$ cat src/rtl/dircc_types_pkg.sv
// Shared packet types for the DIRCC packet path, plus the arbiter state encoding.
// The sender streams one packet_t as PACKET_WORDS words of WORD_BITS each.
package dircc_types_pkg;

    localparam int PACKET_WORDS = 8;
    localparam int WORD_BITS    = 32;

    typedef logic [15:0]                    address_t;
    typedef logic [WORD_BITS-1:0]           word_t;
    typedef word_t [PACKET_WORDS-1:0]       packet_t;

    typedef enum logic [1:0] {
        IDLE  = 2'd0,
        ISSUE = 2'd1,
        BUSY  = 2'd2
    } arb_state_e;

endpackage

$ cat src/rtl/dircc_rr_select.sv
// Rotating-priority request selector.
// The search starts one index past i_last_grant and wraps around.
module dircc_rr_select #(
    parameter int NUM_REQUESTERS = 4
) (
    input  logic [NUM_REQUESTERS-1:0]         i_req,
    input  logic [$clog2(NUM_REQUESTERS)-1:0] i_last_grant,
    output logic [$clog2(NUM_REQUESTERS)-1:0] o_grant,
    output logic                              o_valid
);

    localparam int IW = $clog2(NUM_REQUESTERS);

    logic [IW-1:0] w_idx;

    // Scan from farthest to nearest so the nearest requester after i_last_grant is written last.
    always_comb begin
        o_grant = '0;
        o_valid = 1'b0;
        w_idx   = '0;
        for (int k = NUM_REQUESTERS; k >= 1; k--) begin
            w_idx = IW'((int'(i_last_grant) + k) % NUM_REQUESTERS);
            if (i_req[w_idx]) begin
                o_grant = w_idx;
                o_valid = 1'b1;
            end
        end
    end

endmodule

$ cat src/rtl/dircc_packet_send_arbiter.sv
// Round-robin arbiter that hands one requester's packet at a time to the packet sender.
// Its packet_data, write_packet and sending ports connect directly to the packet sender.
module dircc_packet_send_arbiter
    import dircc_types_pkg::*;
#(
    parameter int NUM_REQUESTERS = 4,
    parameter int ISSUE_TIMEOUT  = 64
) (
    input  logic                            clk,
    input  logic                            reset_n,
    input  logic [NUM_REQUESTERS-1:0]       req_valid,
    input  packet_t [NUM_REQUESTERS-1:0]    req_packet,
    output logic [NUM_REQUESTERS-1:0]       req_accept,
    output logic [NUM_REQUESTERS-1:0]       req_done,
    output packet_t                         packet_data,
    output logic                            write_packet,
    input  logic                            sending,
    output logic                            timeout_err
);

    localparam int IW = $clog2(NUM_REQUESTERS);
    localparam int CW = $clog2(ISSUE_TIMEOUT + 1);

    arb_state_e                r_state;
    arb_state_e                w_next;
    logic [IW-1:0]             r_last_grant;
    logic [IW-1:0]             w_grant_idx;
    logic                      w_grant_valid;
    logic [CW-1:0]             r_count;
    logic                      w_grant_fire;
    logic                      w_done_fire;
    logic                      w_timeout_fire;
    logic [NUM_REQUESTERS-1:0] r_accept;
    logic [NUM_REQUESTERS-1:0] r_done;
    logic                      r_timeout;
    packet_t                   r_packet;

    dircc_rr_select #(
        .NUM_REQUESTERS(NUM_REQUESTERS)
    ) u_select (
        .i_req       (req_valid),
        .i_last_grant(r_last_grant),
        .o_grant     (w_grant_idx),
        .o_valid     (w_grant_valid)
    );

    always_ff @(posedge clk or negedge reset_n) begin
        if (!reset_n) r_state <= IDLE;
        else          r_state <= w_next;
    end

    always_comb begin
        w_next         = r_state;
        w_grant_fire   = 1'b0;
        w_done_fire    = 1'b0;
        w_timeout_fire = 1'b0;
        case (r_state)
            IDLE: begin
                if (!sending && w_grant_valid) begin
                    w_grant_fire = 1'b1;
                    w_next       = ISSUE;
                end
            end
            ISSUE: begin
                if (sending) begin
                    w_next = BUSY;
                end else if (r_count == CW'(ISSUE_TIMEOUT - 1)) begin
                    w_timeout_fire = 1'b1;
                    w_next         = IDLE;
                end
            end
            BUSY: begin
                if (!sending) begin
                    w_done_fire = 1'b1;
                    w_next      = IDLE;
                end
            end
            default: w_next = IDLE;
        endcase
    end

    // The counter saturates rather than wrapping; the ISSUE exit normally stops it first.
    always_ff @(posedge clk or negedge reset_n) begin
        if (!reset_n) begin
            r_last_grant <= IW'(NUM_REQUESTERS - 1);
            r_count      <= '0;
            r_accept     <= '0;
            r_done       <= '0;
            r_timeout    <= 1'b0;
            r_packet     <= '0;
        end else begin
            r_accept  <= '0;
            r_done    <= '0;
            r_timeout <= w_timeout_fire;
            if (w_grant_fire) begin
                r_last_grant <= w_grant_idx;
                r_packet     <= req_packet[w_grant_idx];
                r_accept     <= (NUM_REQUESTERS)'(1) << w_grant_idx;
                r_count      <= '0;
            end else if (r_state == ISSUE && r_count != '1) begin
                r_count <= r_count + CW'(1);
            end
            if (w_done_fire) r_done <= (NUM_REQUESTERS)'(1) << r_last_grant;
        end
    end

    assign write_packet = (r_state == ISSUE);
    assign req_accept   = r_accept;
    assign req_done     = r_done;
    assign timeout_err  = r_timeout;
    assign packet_data  = r_packet;

endmodule

$ cat config.mk
export PLATFORM = sky130hd
export DESIGN_NAME = dircc_packet_send_arbiter
export DESIGN_NICKNAME = d
export VERILOG_FILES = /design/src/rtl/dircc_types_pkg.sv /design/src/rtl/dircc_rr_select.sv /design/src/rtl/dircc_packet_send_arbiter.sv
export SDC_FILE = /design/constraint.sdc
export NUM_CORES = 1
export LEC_CHECK = 0
export CORE_AREA = 2 2 507 509
export DETAILED_ROUTE_END_ITERATION = 10
export DIE_AREA = 0 0 509 511
export GPL_TIMING_DRIVEN = 0
export HOLD_SLACK_MARGIN = 0.15
export SLEW_MARGIN = 0
export SYNTH_ARGS = -nofsm -noshare
export SYNTH_HDL_FRONTEND = slang
export SYNTH_SLANG_ARGS = --single-unit
$ cat constraint.sdc
create_clock -name clk -period 3.1 [get_ports clk]
set_input_delay 0.31 -clock clk [delete_from_list [all_inputs] [get_ports clk]]
set_output_delay 0.31 -clock clk [all_outputs]
set_load 0.01 [all_outputs]
==> summary.md, run 1 <==
| Metric | Value |
|---|---|
| Run status | complete, but fails checks |
| Failing checks | negative setup slack |
| Combinational family with the most area after synthesis | compound AO/OA/AOI/OAI gates |
| Effective utilization at floorplan | 6.64% |
| Simple-Gate Fraction of Synth Area | 12.5% |
| Main flop type after synthesis | sky130_fd_sc_hd__dfrtp_1 |
| Total Die Area | 260,000 um2 |
| Boundary pin count | 1,297 |
| Measured slew at the worst slew-check pin | 1040 ps |
| Post-synthesis instance area | 16,900 um2 |
| Master of the slowest instance on the critical path | sky130_fd_sc_hd__dfstp_2 |
| Number of filler instances in the final layout | 28.7k |
| Final cell count without fillers | 6,760 |
| Min-Delay Path Class | in -> reg |
| Overall die width | between 500 and 600 um |
| FP Rows | 186 |
| First DRT Iteration DRCs | 2,413 |
| Crit start category | flip-flop |
| Height of the chip | 511 um |
| Startpoint of the lowest-slack register-to-register path | r_last_grant[0] |
| Layout overhead on the synthesized area | 125% |
| Layout cells sized above 1 | 14.6% |
| Final worst setup slack | -28.3 ps |
| Proportion of power drawn by flip-flops and latches | roughly 17% |
| Required arrival time at the worst endpoint | around 3600 ps |
| DR vias | 24.6k |
| Overall routed net length | between 200,000 and 300,000 um |
| Final total negative setup slack | -28.3 ps |
| Maximum count of clock buffers along a single path | 3 |
| Remaining global-route overflow | 0 |
| Number of maximum-capacitance violations | 0 |
| Count of final setup violators | 1 |
| Clk root buf | sky130_fd_sc_hd__clkbuf_16 |
| Number of library cell types mapped by synthesis | 39 |
| RD Place Congestion | 1.01 |
| Syn. warnings | 0 |
| Cells after Synth | 1,800 |
| Drt wl/cell | 37.6 um |
| Power share of the combinational group | about 69% |
| Adder-Cell Fraction of Synth Area | less than 1% |
| Placed cell count | approximately 6.5k |
| Switching component of the power | 20.2 mW |
| Post-route minimum period | 3130 ps |
| Vias in the first global route | around 23k |
| Global routing usage summed across all routing layers | 18.7% |
| Met1 Usage GRT | 19.9% |
| Cell breakdown of the critical path | buf_12 -> mux4_2 -> nand2b_4 -> o2111ai_4 -> and2_4 -> buf_12 -> buf_16 -> buf_16 -> mux2i_4 -> a221oi_2 |
| Headroom to the max-slew limit | a little under a third |
| Met2 usage | 28.2% |
| First-pass GRT wire length | approximately 300,000 um |
| Vias per cell | 3.63 |
| Worst setup path startpoint | r_last_grant[0] |
| Mux cell area share after synthesis | 15.8% |
| Startpoint of the tightest hold check path | req_packet[960] |
| Leakage power of the design | roughly 14 nW |
| 1st-pass router iterations | 6 |
| Post-synthesis xor/xnor area fraction | 0.258% |
| Clock transition at the registers of the reported paths | 70 ps |
| Worst setup skew after layout | ~30 ps |
| Total power density per cell area | 1050 nW/um2 |
| Total half-perimeter wirelength after legalization and detailed placement | roughly 230,000 um |
| Worst setup path class | reg -> reg |
| Largest voltage drop on the vdd net | 0.477 mV |
| Pre-CTS setup slack | -1320 ps |
| Count of flip-flops with a built-in enable after synthesis | 0 |
| Antenna violations before repair | 347 |
| Post-route clock period utilization | 101% |
| Clock buffers created by TritonCTS | 45 |
| Total design power | slightly above 40 mW |
| # H-tree levels | 2 |
| Number of nets with antenna violations after detailed routing | 0 |
| Final Hold Viols | 0 |
| Final #Nets | 4,243 |
| Seq cells post-synth | 276 |
| Maximum clock frequency | around 320 MHz |
| Most used routing layer | met2 |
| Met3 Track Usage GR | about an eighth |
| Top Family by Delay on Critical Path | multiplexers |
| Proportion of synthesized flip-flops having asynchronous set or reset | 100% |
| Source-to-sink clock delay at the later pin of the worst-skew pair | 680 ps |
| Synthesized-area fraction occupied by ao, oa, aoi and oai cells | roughly 25% |
| Avg Synthesized Cell Area | 9.42 um2 |
| Clock network power share | 14.2% |
| Share of synthesized area occupied by flip-flops and latches | 40.8% |
| Crit path capture type | flip-flop |
| RSZ-0062 raised after global routing | yes |
| CTS tree | done |
| Fraction of power spent switching nets | about 50% |
| Data arrival time at the worst-slack endpoint | 3660 ps |
| Critical path fanouts, max | 8 |
| Net count after synthesis | 2,836 |
| Critical path's largest stage delay | 580 ps |
| Internal power | 20.0 mW |
| Largest net degree at the start of global routing | 84 |
| PortBufs | 1,296 |
| Area of the core | 255,000 um2 |
| DRC violations left | 0 |
| Fin. max-slew vios | 0 |
| Critical path buffer and inverter count | 4 |
| Clk sinks | approximately 280 |
==> cells in the final DEF (no fill, tap or decap), types with 10 or more instances in the layout <==
master / count
sky130_fd_sc_hd__a21oi_2: 33
sky130_fd_sc_hd__clkbuf_16: 49
sky130_fd_sc_hd__a221oi_1: 140
sky130_fd_sc_hd__mux2i_2: 19
sky130_fd_sc_hd__clkdlybuf4s50_1: 1295
sky130_fd_sc_hd__clkinv_2: 12
sky130_fd_sc_hd__a21oi_1: 221
sky130_fd_sc_hd__buf_6: 31
sky130_fd_sc_hd__clkbuf_2: 33
sky130_fd_sc_hd__nand2_1: 246
sky130_fd_sc_hd__buf_16: 10
sky130_fd_sc_hd__clkbuf_4: 26
sky130_fd_sc_hd__buf_8: 11
sky130_fd_sc_hd__nand2_2: 13
sky130_fd_sc_hd__mux2i_4: 16
sky130_fd_sc_hd__diode_2: 133
sky130_fd_sc_hd__mux2i_1: 225
sky130_fd_sc_hd__nor2_1: 269
sky130_fd_sc_hd__buf_4: 30
sky130_fd_sc_hd__dfrtp_1: 274
sky130_fd_sc_hd__buf_12: 18
sky130_fd_sc_hd__a221oi_2: 117
sky130_fd_sc_hd__clkbuf_1: 25
sky130_fd_sc_hd__dlygate4sd3_1: 39
sky130_fd_sc_hd__buf_2: 14
==> power by group through the flow <==
stage | Clock [mW] | Sequential, mW | Combinational [mW]
after detailed placement | 0 | 6.86 | 24.5
after floorplan | 0 | 7.07 | 10.4
after global placement | 0 | 6.85 | 24.4
after CTS | 5.90 | 6.83 | 26.9
after global routing | 5.95 | 7.04 | 28.7
final | 5.71 | 6.91 | 27.6
==> worst reg2reg max path, cell delays in order (launching register included) <==
cell,delay (ps)
sky130_fd_sc_hd__dfstp_2,580
sky130_fd_sc_hd__buf_12,130
sky130_fd_sc_hd__mux4_2,500
sky130_fd_sc_hd__nand2b_4,180
sky130_fd_sc_hd__o2111ai_4,130
sky130_fd_sc_hd__and2_4,270
sky130_fd_sc_hd__buf_12,180
sky130_fd_sc_hd__buf_16,200
sky130_fd_sc_hd__buf_16,230
sky130_fd_sc_hd__mux2i_4,500
sky130_fd_sc_hd__a221oi_2,130
==> stage by stage <==
stage          utilization (%)  hold WS (ps)  cell area, um2
3_5_place_dp              13.4           285           34300
6_report                  14.9           214           38200
4_1_cts                   14.6           150           37400
2_1_floorplan                -          14.4           16900
5_1_grt                   14.9           200           37900
3_3_place_gp              13.4           472           34200
==> cells by family after synthesis <==
logic type / count (synthesis)
AO/OA/AOI/OAI: 525
XOR/XNOR: 5
adder cells (fa/ha/maj): 5
buffers and inverters: 176
flip-flops: 276
multiplexers: 264
AND/OR/NAND/NOR: 549
==> registers in the layout (all words and copies together), names as in the netlist <==
register / cells
packet_data: 256
r_count: 7
r_last_grant: 2
r_state: 2
req_accept: 4
req_done: 4
timeout_err: 1
==> path summary, 6_finish.rpt <==
check	endpoint	slack (ps)	cells past startpoint
hold reg to reg	timeout_err	500	1
hold / removal	packet_data[192]	210	3
max in group asynchronous	packet_data[186]	1430	4
setup / recovery	packet_data[101]	-30	10
setup reg to reg	packet_data[101]	-30	10
min in group asynchronous	packet_data[32]	750	3
==> cell type report <==
type / instances / area (um2) / area share [%]
Tap cell: 3384 / 4230 / 11.1
Antenna cell: 133 / 333 / 0.872
Inverter: 4 / 15.0 / 0.0393
Clock inverter: 29 / 339 / 0.889
Buffer: 168 / 1450 / 3.79
Multi-Input combinational cell: 1348 / 9780 / 25.6
Timing Repair Buffer: 1364 / 13900 / 36.4
Clock buffer: 54 / 1220 / 3.20
Sequential cell: 276 / 6910 / 18.1
==> synth_stat cells, types with 2 or more instances <==
cell type                  instances  share of area (%)
sky130_fd_sc_hd__inv_1             4              0.089
sky130_fd_sc_hd__clkbuf_1         82                1.8
sky130_fd_sc_hd__mux4_2            2               0.27
sky130_fd_sc_hd__mux2_1            2               0.13
sky130_fd_sc_hd__nor2_1          269                6.0
sky130_fd_sc_hd__ha_1              5               0.37
sky130_fd_sc_hd__dfrtp_1         274                 40
sky130_fd_sc_hd__and3_1            7               0.26
sky130_fd_sc_hd__a221oi_1        157                8.1
sky130_fd_sc_hd__mux2i_1         260                 15
sky130_fd_sc_hd__dfstp_2           2               0.31
sky130_fd_sc_hd__a221oi_2        100                8.9
sky130_fd_sc_hd__buf_4            20               0.89
sky130_fd_sc_hd__o31ai_1           2              0.089
sky130_fd_sc_hd__nand2b_1          2              0.074
sky130_fd_sc_hd__buf_2            51                1.5
sky130_fd_sc_hd__nand4_1           2              0.074
sky130_fd_sc_hd__xor2_1            4               0.21
sky130_fd_sc_hd__buf_1             6               0.13
sky130_fd_sc_hd__or2_2             2              0.074
sky130_fd_sc_hd__nand2_1         260                5.8
sky130_fd_sc_hd__buf_6            12               0.80
sky130_fd_sc_hd__a21oi_1         259                7.6
==> routing by layer <==
layer	up-vias	routed length [um]	part of all wire, %
met5	-	1670	0.66
met1	11800	89400	35
met3	723	41800	16
met4	250	13900	5.5
li1	9666	-	-
met2	2151	108000	42
==> repair_timing <==
action	in CTS	in global routing
buffers inserted	13	6
pin swaps	17	20
cloned	2	3
hold buffers	40	0
hold endpoints to repair	313	0
setup endpoints to repair	260	250
gates resized for setup	263	118
Power figures use the tool's default switching activity.
==> run 2, diff against run 1 <==
clock period = 3.22 ns   (was 3.1 ns; I/O delays follow)
==> summary.md, run 2 (synthesized netlist as in run 1, its figures left out) <==
| Metric | Value |
|---|---|
| Total half-perimeter wirelength after legalization and detailed placement | 225,000 um (unchanged) |
| Proportion of power drawn by flip-flops and latches | 17.6% (was 17.2%) |
| Most common cell after layout, fill and taps aside | sky130_fd_sc_hd__clkdlybuf4s50_1 (unchanged) |
| Layout cells sized above 1 | 13.1% (was 14.6%) |
| Critical path fanouts, max | 10 (was 8) |
| Area of the core | 255,000 um2 (unchanged) |
| Overall die width | 509 um (unchanged) |
| Top library cells by usage in the layout, fill and taps aside | sky130_fd_sc_hd__clkdlybuf4s50_1, sky130_fd_sc_hd__dfrtp_1, sky130_fd_sc_hd__nor2_1 (unchanged) |
| Clock transition at the registers of the reported paths | 60 ps (was 70 ps) |
| Post-route clock period utilization | 98.9% (was 101%) |
| RSZ-0062 raised after global routing | yes (unchanged) |
| Effective utilization at floorplan | 6.64% (unchanged) |
| Maximum count of clock buffers along a single path | 3 (unchanged) |
| Vias in the first global route | 23.4k (was 23.5k) |
| Source-to-sink clock delay at the later pin of the worst-skew pair | 670 ps (was 680 ps) |
| Required arrival time at the worst endpoint | 3740 ps (was 3630 ps) |
| Final Hold Viols | 0 (unchanged) |
| Worst setup skew after layout | 15.7 ps (was 29.9 ps) |
| Clock buffers created by TritonCTS | 45 (unchanged) |
| DR vias | 24.5k (was 24.6k) |
| Global routing usage summed across all routing layers | 18.7% (about the same) |
| Fin. max-slew vios | 0 (unchanged) |
| Crit path capture type | flip-flop (unchanged) |
| Post-route minimum period | 3180 ps (was 3130 ps) |
| Clock network power share | 14.6% (was 14.2%) |
| First-pass GRT wire length | 303,000 um (about the same) |
| Vias per cell | 3.64 (was 3.63) |
| First DRT Iteration DRCs | 2,471 (was 2,413) |
| Drt wl/cell | 37.8 um (was 37.6 um) |
| Number of nets with antenna violations after detailed routing | 0 (unchanged) |
| Layout overhead on the synthesized area | 121% (was 125%) |
| Number of filler instances in the final layout | 28.8k (was 28.7k) |
| Data arrival time at the worst-slack endpoint | 3700 ps (was 3660 ps) |
| Internal power | 18.6 mW (was 20.0 mW) |
| CTS tree | done (unchanged) |
| Switching component of the power | 19.2 mW (was 20.2 mW) |
| DRC violations left | 0 (unchanged) |
| Power share of the combinational group | 67.8% (was 68.6%) |
| Worst setup path class | reg -> reg (unchanged) |
| Height of the chip | 511 um (unchanged) |
| Boundary pin count | 1,297 (unchanged) |
| 1st-pass router iterations | 7 (was 6) |
| Final cell utilization of the core | 14.6% (was 14.9%) |
| Clk sinks | 276 (unchanged) |
| Measured slew at the worst slew-check pin | 1130 ps (was 1040 ps) |
| RD Place Congestion | 1.01 (unchanged) |
| Hold Slack | 223 ps (was 214 ps) |
| Final #Nets | 4,211 (was 4,243) |
| Number of maximum-capacitance violations | 0 (unchanged) |
| Total Die Area | 260,000 um2 (unchanged) |
| Count of final setup violators | 0 (was 1) |
| Total power density per cell area | 1010 nW/um2 (was 1050 nW/um2) |
| # H-tree levels | 2 (unchanged) |
| Largest net degree at the start of global routing | 84 (unchanged) |
| Min-Delay Path Class | in -> reg (unchanged) |
| Run status | finished clean (was complete, but fails checks) |
| Maximum clock frequency | 314 MHz (was 320 MHz) |
| Flip-flop count of the largest register after layout | 256 (unchanged) |
| Headroom to the max-slew limit | 24.9% (was 30.0%) |
| Fraction of power spent switching nets | 50.8% (was 50.3%) |
| Overall routed net length | 254,000 um (about the same) |
| Crit start category | flip-flop (unchanged) |
| Antenna violations before repair | 348 (was 347) |
| Remaining global-route overflow | 0 (unchanged) |
| FP Rows | 186 (unchanged) |
| Largest voltage drop on the vdd net | 0.490 mV (was 0.477 mV) |
| Clk root buf | sky130_fd_sc_hd__clkbuf_16 (unchanged) |
| Leakage power of the design | 13.9 nW (was 14.2 nW) |
| PortBufs | 1,296 (unchanged) |
==> run 2: cell types whose count changed in the layout (fill, tap and decap cells not counted), moves of 6 or more <==
cell | previous run | this run
sky130_fd_sc_hd__dlygate4sd3_1 | 39 | 16
sky130_fd_sc_hd__a21oi_1 | 221 | 235
sky130_fd_sc_hd__a21oi_2 | 33 | 20
sky130_fd_sc_hd__clkbuf_1 | 25 | 37
sky130_fd_sc_hd__diode_2 | 133 | 123
sky130_fd_sc_hd__a221oi_1 | 140 | 149
sky130_fd_sc_hd__a221oi_2 | 117 | 108
sky130_fd_sc_hd__buf_12 | 18 | 11
sky130_fd_sc_hd__buf_8 | 11 | 5
==> run 2: path summary, 6_finish.rpt <==
check	from	endpoint	slack [ps]	depth (start not counted)
min reg2reg	r_count[6]	timeout_err	510	1
min in group asynchronous	reset_n	req_done[1]	780	3
max	r_last_grant[0]	packet_data[223]	40	9
max reg2reg	r_last_grant[0]	packet_data[223]	40	9
max in group asynchronous	reset_n	packet_data[56]	1040	4
min	req_packet[846]	packet_data[78]	220	3
==> run 2: layout make-up <==
| class | count | area (um2) | area share (%) |
|---|---|---|---|
| clock buffer | 54 | 1220 | 3.27 |
| inverter | 4 | 15.0 | 0.0402 |
| sequential | 276 | 6910 | 18.5 |
| buffer | 168 | 1280 | 3.42 |
| multi-input combinational | 1348 | 9610 | 25.7 |
| tap | 3384 | 4230 | 11.3 |
| timing repair buffer | 1332 | 13500 | 36.1 |
| antenna | 123 | 308 | 0.823 |
| clock inverter | 29 | 339 | 0.907 |
==> run 2: critical path, cell delays in order (launching register included) <==
cell and delay (ps):
sky130_fd_sc_hd__dfstp_2 580, sky130_fd_sc_hd__buf_12 130, sky130_fd_sc_hd__mux4_2 500, sky130_fd_sc_hd__nand2b_4 170
sky130_fd_sc_hd__o2111ai_2 140, sky130_fd_sc_hd__and2_4 320, sky130_fd_sc_hd__buf_12 190, sky130_fd_sc_hd__buf_4 370
sky130_fd_sc_hd__mux2i_2 450, sky130_fd_sc_hd__a221oi_1 150
==> run 2: repair_timing <==
action / 4_1_cts / 5_1_grt
gates cloned: 2 / 0
pin swaps: 4 / 7
setup buffers: 12 / 2
endpoints found under the setup margin: 260 / 254
hold buffers: 16 / 0
endpoints found under the hold margin: 289 / 0
resized for setup: 186 / 75
==> run 2: power groups by stage <==
| stage | Combinational [mW] | Sequential, mW | Clock, mW |
|---|---|---|---|
| 2_1_floorplan | 10.0 | 6.80 | 0 |
| 3_3_place_gp | 23.5 | 6.60 | 0 |
| 3_5_place_dp | 23.6 | 6.61 | 0 |
| 4_1_cts | 25.3 | 6.59 | 5.68 |
| 5_1_grt | 26.6 | 6.78 | 5.74 |
| 6_report | 25.6 | 6.65 | 5.51 |
==> run 2: through the flow <==
stage,setup WS [ps],power (mW),TNS [ps],cell area (um2),cells
after detailed placement,-1200,30.2,-209470,34300,6484
after floorplan,397,16.9,0,16900,1800
after global placement,-13030,30.1,-3803410,34200,6480
final,35.3,37.8,0,37400,6718
after global routing,-42.0,39.1,-430,37200,6637
after CTS,4.65,37.6,0,36800,6595
==> run 2: layer usage <==
| metal | part of all wire (%) | up-vias | global-route usage, % |
|---|---|---|---|
| li1 | - | 9600 | - |
| met1 | 35 | 11700 | 19.9 |
| met2 | 42 | 2162 | 28.3 |
| met3 | 16 | 758 | 12.6 |
| met4 | 5.4 | 248 | 8.21 |
| met5 | 0.67 | - | 0 |
